**config.mk**
```make
export PLATFORM = sky130hd
export DESIGN_NAME = const_gen_prog
export DESIGN_NICKNAME = d
export VERILOG_FILES = /design/src/rtl/const_gen_pkg.sv /design/src/rtl/const_gen_shift.sv /design/src/rtl/const_gen_prog.sv
export SDC_FILE = /design/constraint.sdc
export NUM_CORES = 1
export LEC_CHECK = 0
export ABC_AREA = 1
export CAP_MARGIN = 20
export CORE_UTILIZATION = 39
export DETAILED_ROUTE_END_ITERATION = 6
export GPL_ROUTABILITY_DRIVEN = 0
export PLACE_DENSITY_LB_ADDON = 0.15
export SLEW_MARGIN = 10
export SYNTH_ARGS = -nofsm -noshare
export SYNTH_HDL_FRONTEND = slang
export SYNTH_SLANG_ARGS = --single-unit
```
**constraint.sdc**
```tcl
create_clock -name clk_i -period 1.5 [get_ports clk_i]
set_input_delay 0.15 -clock clk_i [delete_from_list [all_inputs] [get_ports clk_i]]
set_output_delay 0.15 -clock clk_i [all_outputs]
set_load 0.01 [all_outputs]
```
**src/rtl/const_gen_pkg.sv**
```systemverilog
// Shared types and helpers for the programmable constant generator:
// FSM state encoding and the bit-counter width derivation.
package const_gen_pkg;

  typedef enum logic {
    IDLE  = 1'b0,
    SHIFT = 1'b1
  } state_t;

  // Counter must reach CFG_W+1 so an overrun frame is distinguishable.
  function automatic int cnt_width(input int cfg_w);
    return $clog2(cfg_w + 2);
  endfunction

endpackage

```
**src/rtl/const_gen_shift.sv**
```systemverilog
// Serial-in shift register (MSB first) with a saturating bit counter;
// the counter parks at CFG_W+1 on overrun while shifting continues.
module const_gen_shift
  import const_gen_pkg::*;
#(
  parameter int CFG_W = 16,
  parameter int CNT_W = cnt_width(16)
) (
  input  logic             clk,
  input  logic             rst,
  input  logic             shift_en,
  input  logic             clr,
  input  logic             dat,
  output logic [CFG_W-1:0] shift_q,
  output logic [CNT_W-1:0] cnt
);

  localparam logic [CNT_W-1:0] CNT_MAX = CNT_W'(CFG_W + 1);

  logic [CFG_W-1:0] shift_reg;
  logic [CFG_W-1:0] shift_next;
  logic [CNT_W-1:0] cnt_reg;
  logic [CNT_W-1:0] cnt_next;

  // A one-bit frame has no history to shift along.
  generate
    if (CFG_W == 1) begin : g_single
      assign shift_next = shift_en ? dat : shift_reg;
    end else begin : g_multi
      assign shift_next = shift_en ? {shift_reg[CFG_W-2:0], dat} : shift_reg;
    end
  endgenerate

  always_comb begin
    cnt_next = cnt_reg;
    if (clr) begin
      cnt_next = '0;
    end else if (shift_en && (cnt_reg != CNT_MAX)) begin
      cnt_next = cnt_reg + 1'b1;
    end
  end

  always_ff @(posedge clk or posedge rst) begin
    if (rst) begin
      shift_reg <= '0;
      cnt_reg   <= '0;
    end else begin
      shift_reg <= shift_next;
      cnt_reg   <= cnt_next;
    end
  end

  assign shift_q = shift_reg;
  assign cnt     = cnt_reg;

endmodule

```
**src/rtl/const_gen_prog.sv**
```systemverilog
// Constant tie-hi/tie-lo banks plus a serially loaded configuration register
// with commit handshake, sticky frame error and sticky lock.
module const_gen_prog
  import const_gen_pkg::*;
#(
  parameter int               NO_HI   = 32,
  parameter int               NO_LO   = 96,
  parameter int               CFG_W   = 16,
  parameter logic [CFG_W-1:0] CFG_RST = '0,
  parameter int               CNT_W   = cnt_width(CFG_W)
) (
`ifdef USE_POWER_PINS
  inout  wire              vccd1,
  inout  wire              vssd1,
`endif
  input  logic             clk_i,
  input  logic             rst_i,
  input  logic             ser_en_i,
  input  logic             ser_dat_i,
  input  logic             commit_i,
  input  logic             lock_i,
  output logic [NO_HI-1:0] tie_hi,
  output logic [NO_LO-1:0] tie_lo,
  output logic [CFG_W-1:0] cfg_o,
  output logic             done_o,
  output logic             err_o,
  output logic             locked_o
);

  assign tie_hi = '1;
  assign tie_lo = '0;

  logic [CFG_W-1:0] shift_q;
  logic [CNT_W-1:0] cnt;
  logic             shift_en;
  logic             commit_ok;

  state_t           state_reg;
  state_t           state_next;
  logic [CFG_W-1:0] cfg_reg;
  logic [CFG_W-1:0] cfg_next;
  logic             done_reg;
  logic             done_next;
  logic             err_reg;
  logic             err_next;
  logic             locked_reg;
  logic             locked_next;

  // Commit has priority: the data bit presented alongside it is dropped.
  assign shift_en = ser_en_i & ~commit_i;

  const_gen_shift #(
    .CFG_W (CFG_W),
    .CNT_W (CNT_W)
  ) u_shift (
    .clk      (clk_i),
    .rst      (rst_i),
    .shift_en (shift_en),
    .clr      (commit_i),
    .dat      (ser_dat_i),
    .shift_q  (shift_q),
    .cnt      (cnt)
  );

  // Uses the pre-lock value, so a lock arriving with a good commit still lets it land.
  assign commit_ok = (cnt == CNT_W'(CFG_W)) && !locked_reg;

  always_comb begin
    state_next  = state_reg;
    cfg_next    = cfg_reg;
    done_next   = 1'b0;
    err_next    = err_reg;
    locked_next = locked_reg | lock_i;

    case (state_reg)
      IDLE:    if (ser_en_i) state_next = SHIFT;
      SHIFT:   state_next = SHIFT;
      default: state_next = IDLE;
    endcase

    if (commit_i) begin
      state_next = IDLE;
      if (commit_ok) begin
        cfg_next  = shift_q;
        done_next = 1'b1;
      end else begin
        err_next = 1'b1;
      end
    end
  end

  always_ff @(posedge clk_i or posedge rst_i) begin
    if (rst_i) begin
      state_reg  <= IDLE;
      cfg_reg    <= CFG_RST;
      done_reg   <= 1'b0;
      err_reg    <= 1'b0;
      locked_reg <= 1'b0;
    end else begin
      state_reg  <= state_next;
      cfg_reg    <= cfg_next;
      done_reg   <= done_next;
      err_reg    <= err_next;
      locked_reg <= locked_next;
    end
  end

  assign cfg_o    = cfg_reg;
  assign done_o   = done_reg;
  assign err_o    = err_reg;
  assign locked_o = locked_reg;

endmodule

```
# After elaboration in Yosys (flattened, before gate mapping)

Index checks and enable logic that the tools add are counted.
W data, S select, Z words.

Flip-flop bits (word level): 40
Bits of input ports: 6
Output and inout port bits: 147
Logic and storage cells: 23

Add/subtract/negate cells: 1
Equal/unequal tests: 2
Muxes and demuxes: 4
Bitwise operators: 4
Reduce and logical (&&, ||, !) cells: 6

Operators with widths:

| cell                  | number |
|---|---|
| $mux W5               | 2 |
| $add A5 B1 Y5 const B | 1 |
| $eq A5 B5 Y1 const B  | 1 |
| $ne A5 B5 Y1 const B  | 1 |
| $reduce_and A2 Y1     | 2 |
| $logic_and A1 B1 Y1   | 2 |
| $mux W1               | 2 |
| $not A1 Y1            | 2 |
| $reduce_bool A2 Y1    | 1 |
| $and A1 B1 Y1         | 1 |
| $logic_not A1 Y1      | 1 |
| $or A1 B1 Y1          | 1 |

# Logic depth before layout (Yosys ltp)

Gate-level depths: netlist (run 1).

Depth in word-level cells: 5
Depth in mapped cells: 9
Mapped depth without buffers: 9

# Hierarchy

A second synthesis (run 1) with hierarchy kept.

Cell total of the unflattened synthesis: 321
Area, all modules: 2702.6 um2

By module, submodules not included:

| module          | times used | cells each | area an instance (um2) | sequential area each (um2) |
|---|---|---|---|---|
| const_gen_prog  | 1          | 222        | 1808.0                 | 475.5 |
| const_gen_shift | 1          | 99         | 894.6                  | 525.5 |

# Least setup slack after synthesis (run 1)

OpenSTA, ideal clock, no wires.

Path kind: flip-flop to flip-flop
From: register u_shift.cnt_reg[0], in the netlist u_shift.cnt[0]
To: register cfg_reg[0], in the netlist cfg_o[0]
Library setup time: 0.117 ns
Arrival time: 1.220 ns
Data required time: 1.383 ns
Setup slack: 0.163 ns
Cell stages (with the launch flop): 9
Path buffers: 1
Clock period less this slack: 1.337 ns
Cells stage by stage: dfrtp_1 > inv_1 > ha_1 > nand3_2 > nor2_8 > nand2_4 > buf_6 > nand2_1 > nand2_1

Word-level cells in the longest chain between the ends: 3

Ends and longest elaborated chain:

| item                               | RTL line              | RTL |
|---|---|---|
| start: declaration                 | const_gen_shift.sv:22 | `logic [CNT_W-1:0] cnt_reg;` |
| start signal: assignment           | const_gen_shift.sv:49 | `cnt_reg <= cnt_next;` |
| $eq A5 B5 Y1                       | const_gen_prog.sv:66  | `assign commit_ok = (cnt == CNT_W'(CFG_W)) && !locked_reg;` |
| $logic_and A1 B1 Y1                | const_gen_prog.sv:66  |  |
| $reduce_and A2 Y1 (no source line) | --                    |  |
| end signal: assignment             | const_gen_prog.sv:101 | `cfg_reg <= cfg_next;` |
| end: declaration                   | const_gen_prog.sv:40  | `logic [CFG_W-1:0] cfg_reg;` |

No other way between the ends.
A chain may end at the register's enable or synchronous reset.

# Worst setup path in the final report (run 1)

From: register cfg_reg[3], in the netlist cfg_o[3]
To: output cfg_o[3]

RTL lines:

| item             | RTL line             | RTL |
|---|---|---|
| end: declaration | const_gen_prog.sv:24 | `output logic [CFG_W-1:0] cfg_o,` |

No word-level cell between the ends.

==> results of run 1 <==
[power groups by stage]
stage               clock [mW]  combinational, mW  sequential (mW)
floorplan                    0              0.521             1.24
global placement             0              0.333             1.25
detailed placement           0              0.337             1.25
CTS                      0.701              0.339             1.23
global route             0.738              0.393             1.24
finish                   0.673              0.340             1.23
[synth_stat cells]
| master | number | share of area, % |
|---|---|---|
| buf_4 | 130 | 36 |
| nand2_1 | 64 | 9.0 |
| dfrtp_1 | 40 | 37 |
| nand3_1 | 23 | 4.3 |
| inv_1 | 18 | 2.5 |
| o21ai_0 | 16 | 3.0 |
| ha_1 | 3 | 1.4 |
| inv_2 | 3 | 0.42 |
| buf_2 | 2 | 0.37 |
| buf_6 | 2 | 0.84 |
| conb_1 | 2 | 0.28 |
| nand2_4 | 2 | 0.84 |
| nand4_1 | 2 | 0.47 |
| clkbuf_1 | 1 | 0.14 |
| inv_4 | 1 | 0.23 |
| nand2_2 | 1 | 0.23 |
| nand3_2 | 1 | 0.37 |
| nor2_4 | 1 | 0.42 |
| nor2_8 | 1 | 0.75 |
| o21bai_1 | 1 | 0.28 |
| or2_2 | 1 | 0.23 |
| xor2_1 | 1 | 0.33 |
[metrics by stage]
stage,hold WS (ps),instance area (um^2),instances,utilization (%),worst slack (ps)
6_report,214.8,2631,423,40.51,158.1
5_1_grt,255.6,2631,423,40.51,40.99
4_1_cts,225.6,2631,423,40.51,137.9
3_5_place_dp,461.9,2554,416,39.32,101.2
3_3_place_gp,459.9,2554,416,39.32,102.0
2_1_floorplan,262.1,3157,442,-,162.9
[final cells by class]
class	count	area, um^2
clock buffer	6	72.57
clock inverter	1	5.005
fill	663	3864
inverter	22	85.08
multi-input combinational	245	1059
sequential	40	1001
tap	77	96.34
timing repair buffer	32	312.8
[per-layer routing]
| layer | global-route usage [%] | wire length [um] | vias up |
|---|---|---|---|
| met5 | 0 | 0 | - |
| li1 | - | - | 771 |
| met4 | 4.160 | 36 | 0 |
| met2 | 17.60 | 1822 | 81 |
| met3 | 2.918 | 223 | 4 |
| met1 | 13.75 | 1736 | 720 |
[how the worst max path moves through the flow]
| stage | slack (ps) | endpoint | start | depth (start not counted) |
|---|---|---|---|---|
| after global routing | 40 | cfg_o[9] | u_shift.cnt[0] | 7 |
| after global placement | 100 | u_shift.cnt[2] | commit_i | 8 |
| final | 160 | cfg_o[3] | cfg_o[3] | 1 |
| after floorplan | 160 | cfg_o[0] | u_shift.cnt[0] | 8 |
| after CTS | 140 | cfg_o[3] | cfg_o[3] | 1 |
| after detailed placement | 100 | cfg_o[9] | commit_i | 5 |
[cell families after synthesis]
kind of cell | after synthesis
buffers and inverters | 157
and+or+nand+nor | 96
DFF | 40
AOI/OAI and AO/OA | 17
adders and majority gates | 3
other | 2
xor gates and xnor gates | 1
==> flow_metrics.tcl, run 1 <==
set metrics [dict create \
    status "finished, violations left" \
    failed_checks "DRC" \
    htreeDepth 2 \
    antenna_cells 0 \
    grt_max_degree 41 \
    switchingPower_uw 678.0 \
    hold_buffers 0 \
    period_share_pct 89.46 \
    worst-r2r-cell-count 7 \
    arrival_ps 1190 \
    power.internal_mw 1.562 \
    max_freq_ghz 0.7452 \
    layout_common_cells "conb_1, nand2_1, dfrtp_1" \
    slew_viol_final 0 \
    chipHeight_um 84.96 \
    tns_ps 0 \
    rr_endpoint "cfg_o[9]" \
    drt_iter0_drc 72 \
    vias 1576 \
    drive_gt1_share_pct 7.225 \
    slowest_delay_ps 540 \
    overflow 0 \
    rrSetupSlack_ps 180 \
    netSwitchingFraction_pct 30.27 \
    place_hpwl_mm 2.782 \
    cts_tree "yes" \
    fp.coreArea_um2 6495 \
    cts_resized 0 \
    start_util_pct 41.32 \
    antenna_violating_nets_post_route 0 \
    power.leakage_nw 1.529 \
    hp-class "in2async" \
    rsz0062_at_grt "no" \
    maxCapViolCount 0 \
    grt_pass1_vias 1279 \
    wirelength_mm 3.819 \
    synth_seq_cells 40 \
    clock_power_share_pct 30.0 \
    routed_via_density 3.726 \
    post-cts-setup-buffers 0 \
    synth_mux_area_share_pct 0 \
    grt_use_total_pct 10.82 \
    clock-sinks 40 \
    nNetsFinal 355 \
    ir_drop_uv 419.0 \
    root_buffer "clkbuf_8" \
    yosys_warnings 0 \
    path_clk_slew_ps 80 \
    drc 12 \
    dieArea_um2 7217 \
    crit_family "buffers and inverters" \
    syn_avg_cell_area_um2 8.493 \
    synth_top_family_by_area "buffers and inverters" \
    synthToLayoutAreaGrowth_pct -1.958 \
    synth_fa_ha_area_share_pct 1.399 \
    seq_power_share_pct 54.8 \
    cp_max_fo 2 \
    wire_per_inst_um 9.028 \
    die_w_um 84.96 \
    power_density_nw_per_um2 851.2 \
    clk-insertion-delay-late_ps 290 \
    synth_cell_types 22 \
    fin_skew_ps 4.663 \
    cp-start-kind "flip-flop" \
    worst-path-buf-inv 1 \
    io_buffers 24 \
    hold_violations 0 \
    dr.pass1.iters 6 \
    synth_compound_area_share_pct 3.263 \
    total_power_mw 2.240 \
    row_count 29 \
    antenna_found_initial 0 \
    power_frac_comb_pct 15.2 \
    worst_setup_path_end_kind "output pin" \
    r2r-start "u_shift.cnt[0]" \
    critPathRequiredTime_ps 1350 \
    synthXorXnorAreaFrac_pct 0.3263 \
    layout_commonest_cell "conb_1" \
    grt_pass1_wl_mm 6.106 \
    period_needed_ps 1342 \
    synthSimpleGateAreaFrac_pct 16.55 \
    seq_area_frac_synth_pct 37.30 \
    cpMaxStageDelayCell "clkdlybuf4s50_1" \
    setup_viol 0 \
    clockBufferDepth 2 \
    numCtsBuffers 5 \
    syn_area_um2 2684 \
    worstPathCellList "clkdlybuf4s50_1" \
    worst-setup-path-type "reg2out" \
    syn_inst 316 \
    io_pins 153 \
]
(Power assumes the default switching activity.)
==> run 2: changes to the inputs <==
--- a/config.mk
+++ b/config.mk
@@ -7,8 +7,11 @@
 export LEC_CHECK = 0
 export ABC_AREA = 1
 export CAP_MARGIN = 20
-export CORE_UTILIZATION = 39
+export CORE_ASPECT_RATIO = 0.8
+export CORE_UTILIZATION = 40
+export CTS_CLUSTER_SIZE = 16
 export DETAILED_ROUTE_END_ITERATION = 6
+export DONT_BUFFER_PORTS = 1
 export GPL_ROUTABILITY_DRIVEN = 0
 export PLACE_DENSITY_LB_ADDON = 0.15
 export SLEW_MARGIN = 10
==> flow_metrics.tcl, run 2 (synthesis results as in run 1) <==
set metrics [dict create \
    place_hpwl_mm 2.743 \
    arrival_ps 1620 \
    maxSlewHeadroom_pct 66.72 \
    hp-class "in2reg" \
    power_frac_comb_pct 12.6 \
    dr.pass1.iters 4 \
    fin_skew_ps 4.363 \
    worst_setup_path_end_kind "flip-flop" \
    dp_slack_ps 145.3 \
    ir_drop_uv 450.2 \
    drt_iter0_drc 71 \
    antenna_violating_nets_post_route 0 \
    die_w_um 93.58 \
    path_clk_slew_ps 80 \
    drc 0 \
    layout_common_cells "conb_1, nand2_1, dfrtp_1" \
    htreeDepth 2 \
    start_util_pct 41.67 \
    nNetsFinal 333 \
    utilization_pct 38.40 \
    placed_cell_area_um2 2287 \
    clock_power_share_pct 38.2 \
    slowest_delay_ps 440 \
    numCtsBuffers 5 \
    power.leakage_nw 1.460 \
    antenna_found_initial 0 \
    max_freq_ghz 0.7218 \
    design_area_um2 2474 \
    cp-start-kind "flip-flop" \
    cp_max_fo 8 \
    slew_viol_final 0 \
    tightest_slew_ps 497.6 \
    setup_viol 0 \
    clock-sinks 40 \
    cts_tree "yes" \
    cpMaxStageDelayCell "dfrtp_2" \
    fillers 704 \
    overflow 0 \
    antenna_cells 0 \
    io_pins 153 \
    fin_ws_ps 114.6 \
    chipHeight_um 75.27 \
    root_buffer "clkbuf_8" \
    grt_pass1_wl_mm 6.327 \
    layout_commonest_cell "conb_1" \
    worst-setup-path-type "reg2reg" \
    power.internal_mw 1.817 \
    stdcell_count 409 \
    wirelength_mm 3.944 \
    drive_gt1_share_pct 7.692 \
    post-cts-setup-buffers 0 \
    hold_violations 0 \
    grt_use_total_pct 11.94 \
    holdWs_ps 12.59 \
    maxCapViolCount 0 \
    period_share_pct 92.36 \
    placed_cells_incl_taps 396 \
    clk-insertion-delay-late_ps 290 \
    clockBufferDepth 2 \
    netSwitchingFraction_pct 27.30 \
    vias 1478 \
    synthToLayoutAreaGrowth_pct -7.832 \
    rsz0062_at_grt "yes" \
    io_buffers 0 \
    status "completed" \
    power_density_nw_per_um2 1010 \
    wire_per_inst_um 9.643 \
    row_count 26 \
    critPathRequiredTime_ps 1730 \
    multiInputGateArea_um2 1067 \
    routed_via_density 3.614 \
    fp.coreArea_um2 6441 \
    grt_pass1_vias 1288 \
    dieArea_um2 7043 \
    switchingPower_uw 682.0 \
    grt_max_degree 41 \
    period_needed_ps 1385 \
    worstPathCellList "inv_1 -> ha_1 -> nand3_2 -> nor2_8 -> buf_4 -> nand3_1 -> nand2_1" \
    seq_power_share_pct 49.3 \
    ff_latch_area_um2 1002 \
]
[run 2: routing by layer]
| layer | track usage, % | vias up | wire length (um) |
|---|---|---|---|
| li1 | - | 726 | - |
| met1 | 15.67 | 664 | 1711 |
| met5 | 0 | - | 0 |
| met2 | 18.71 | 81 | 1817 |
| met4 | 4.103 | 0 | 45 |
| met3 | 3.939 | 7 | 370 |
[run 2: critical path: cells and delay by family (launching register included)]
family	cells	cell delay, ps
buf+inv	2	270
fa+ha+maj	1	160
simple gates	4	440
flops	1	440
[run 2: repair_timing]
item | in CTS | in global routing
gates resized for setup | 0 | 2
setup endpoints to repair | 0 | 2
hold buffers | 5 | 0
endpoints found under the hold margin | 54 | 0
[run 2: final timing paths]
check,from,to,slack [ps],depth (start not counted)
max reg2reg,u_shift.cnt[0],cfg_o[15],110,7
min in group asynchronous,rst_i,cfg_o[8],440,3
min,commit_i,cfg_o[10],10,2
max in group asynchronous,rst_i,u_shift.cnt[0],690,3
min reg2reg,u_shift.shift_q[15],u_shift.shift_q[15],490,2
max,u_shift.cnt[0],cfg_o[15],110,7
[run 2: cell type report]
type | count | share of cell area (%)
multi-input combinational | 245 | 43.15
timing repair buffer | 10 | 3.541
inverter | 22 | 3.440
clock inverter | 1 | 1.214
sequential | 40 | 40.52
clock buffer | 7 | 3.895
tap | 84 | 4.249
[run 2: power by group through the flow]
stage	registers (mW)	clock network (mW)	logic (mW)
6_report	1.23	0.954	0.314
2_1_floorplan	1.24	0	0.521
3_3_place_gp	1.25	0	0.294
4_1_cts	1.23	0.988	0.313
3_5_place_dp	1.25	0	0.294
5_1_grt	1.24	1.03	0.380
[run 2: per-stage QoR]
step                power [mW]  TNS, ps
floorplan                1.756        0
global placement         1.541        0
detailed placement       1.546        0
CTS                      2.530        0
global route             2.652   -13.88
finish                   2.499        0
==> run 3: changes to the inputs <==
--- a/config.mk
+++ b/config.mk
@@ -8,6 +8,7 @@
 export ABC_AREA = 1
 export CAP_MARGIN = 20
 export CORE_ASPECT_RATIO = 0.8
+export CORE_MARGIN = 5
 export CORE_UTILIZATION = 40
 export CTS_CLUSTER_SIZE = 16
 export DETAILED_ROUTE_END_ITERATION = 6
==> constraint.sdc (replaced) <==
create_clock -name clk_i -period 1.2 [get_ports clk_i]
set_input_delay 0.12 -clock clk_i [delete_from_list [all_inputs] [get_ports clk_i]]
set_output_delay 0.12 -clock clk_i [all_outputs]
set_load 0.01 [all_outputs]
==> flow_metrics.tcl, run 3 (synthesis results as in run 1) <==
set metrics [dict create \
    htreeDepth 2 \
    period_share_pct 104.0 \
    cp_max_fo 7 \
    power.internal_mw 1.961 \
    grt_pass1_wl_mm 6.989 \
    r2r-start "u_shift.cnt[1]" \
    path_clk_slew_ps 70 \
    dieArea_um2 8458 \
    whs_endpoint "cfg_o[6]" \
    fin_ws_ps -47.82 \
    period_needed_ps 1248 \
    power.leakage_nw 1.494 \
    drc 0 \
    fp.coreArea_um2 6441 \
    fin_skew_ps 4.793 \
    numCtsBuffers 5 \
    switchingPower_uw 853.6 \
    cpMaxStageDelayCell "dfrtp_1" \
    hold_start "commit_i" \
    power_density_nw_per_um2 1078 \
    slew_viol_final 0 \
    nNetsFinal 341 \
    setup_viol 18 \
    routed_via_density 3.635 \
    holdWs_ps -36.64 \
    grt_use_total_pct 10.32 \
    grt_pass1_vias 1323 \
    worst-r2r-cell-count 7 \
    drt_iter0_drc 49 \
    worst_setup_path_end_kind "flip-flop" \
    overflow 0 \
    crit_family "simple AND/OR/NAND/NOR gates" \
    rsz0062_at_grt "yes" \
    io_pins 153 \
    worst-setup-path-type "reg2reg" \
    hp-class "in2reg" \
    worstPathCellList "inv_2 -> ha_4 -> nand3_4 -> nor2_8 -> buf_6 -> nand3_1 -> nand2_1" \
    antenna_violating_nets_post_route 0 \
    vias 1512 \
    placed_cell_area_um2 2360 \
    wirelength_mm 4.639 \
    grt_max_degree 41 \
    clock-sinks 40 \
    status "finished, violations left" \
    hold_violations 16 \
    ir_drop_uv 553.8 \
    seq_power_share_pct 55.0 \
    clk-insertion-delay-late_ps 280 \
    total_power_mw 2.815 \
    arrival_ps 1470 \
    drive_gt1_share_pct 15.36 \
    maxCapViolCount 0 \
    cts_tree "yes" \
    die_w_um 101.6 \
    antenna_found_initial 0 \
    clock_power_share_pct 29.3 \
    max_freq_ghz 0.8014 \
    wire_per_inst_um 11.15 \
    slowest_delay_ps 390 \
    row_count 26 \
    io_buffers 0 \
    antenna_cells 0 \
    rrSetupSlack_ps -50 \
    dr.pass1.iters 4 \
    hold_buffers 3 \
    place_hpwl_mm 3.419 \
    netSwitchingFraction_pct 30.32 \
    failed_checks "hold timing, setup timing" \
    start_util_pct 41.67 \
    cp-start-kind "flip-flop" \
    rr_endpoint "cfg_o[3]" \
    chipHeight_um 83.27 \
    layout_common_cells "conb_1, nand2_1, dfrtp_1" \
    root_buffer "clkbuf_8" \
    synthToLayoutAreaGrowth_pct -2.657 \
    layout_commonest_cell "conb_1" \
    fillers 655 \
    design_area_um2 2613 \
    worst-path-buf-inv 2 \
    critPathRequiredTime_ps 1420 \
    clockBufferDepth 2 \
    holdPathStages 2 \
    power_frac_comb_pct 15.7 \
]
-- run 3: area by class of cell --
| class | instances | area [um^2] | share of cell area (%) |
|---|---|---|---|
| multi-input cells | 246 | 1179 | 45.11 |
| flip-flops and latches | 40 | 1001 | 38.31 |
| repair buffers | 17 | 162.7 | 6.226 |
| well taps | 84 | 105.1 | 4.023 |
| inverters | 22 | 87.58 | 3.352 |
| clock buffers | 6 | 72.57 | 2.778 |
| clock inverters | 1 | 5.005 | 0.1916 |
-- run 3: repair_timing --
action                                  4_1_cts  5_1_grt
hold endpoints to repair                     59       15
endpoints found under the setup margin       22       23
pin swaps                                    16        3
cloned                                        1        0
setup buffers                                 1        0
resized for setup                            16       13
-- run 3: metrics by stage --
step           setup slack, ps  std cells  setup TNS, ps  utilization (%)
2_1_floorplan           -137.1        442          -1408                -
3_3_place_gp            -62.65        404          -1138            36.64
3_5_place_dp            -78.24        404          -1327            36.64
4_1_cts                 -68.18        416          -1176            39.63
5_1_grt                 -150.0        416          -2471            40.56
6_report                -47.82        416         -569.5            40.56
-- run 3: routing by layer --
metal | share of wire, % | vias to the layer above | GRT usage (%) | wire, um
met1 | 40 | 689 | 12.63 | 1846
li1 | - | 753 | - | -
met3 | 12 | 2 | 4.271 | 566
met2 | 48 | 68 | 17.10 | 2214
met5 | 0 | - | 0 | 0
met4 | 0.26 | 0 | 1.812 | 12
-- run 3: worst max-delay path by stage --
stage | start | end | cells past startpoint
3_5_place_dp | u_shift.cnt[0] | cfg_o[7] | 7
6_report | u_shift.cnt[1] | cfg_o[3] | 7
4_1_cts | u_shift.cnt[0] | cfg_o[12] | 7
5_1_grt | u_shift.cnt[0] | cfg_o[9] | 7
2_1_floorplan | u_shift.cnt[0] | cfg_o[0] | 8
3_3_place_gp | u_shift.cnt[0] | cfg_o[10] | 7
-- run 3: power groups by stage --
stage / clock [mW] / sequential [mW] / combinational [mW]
after floorplan: 0 / 1.54 / 0.651
after global placement: 0 / 1.55 / 0.398
after detailed placement: 0 / 1.56 / 0.399
after CTS: 0.871 / 1.53 / 0.429
after global routing: 0.921 / 1.56 / 0.501
final: 0.824 / 1.55 / 0.442
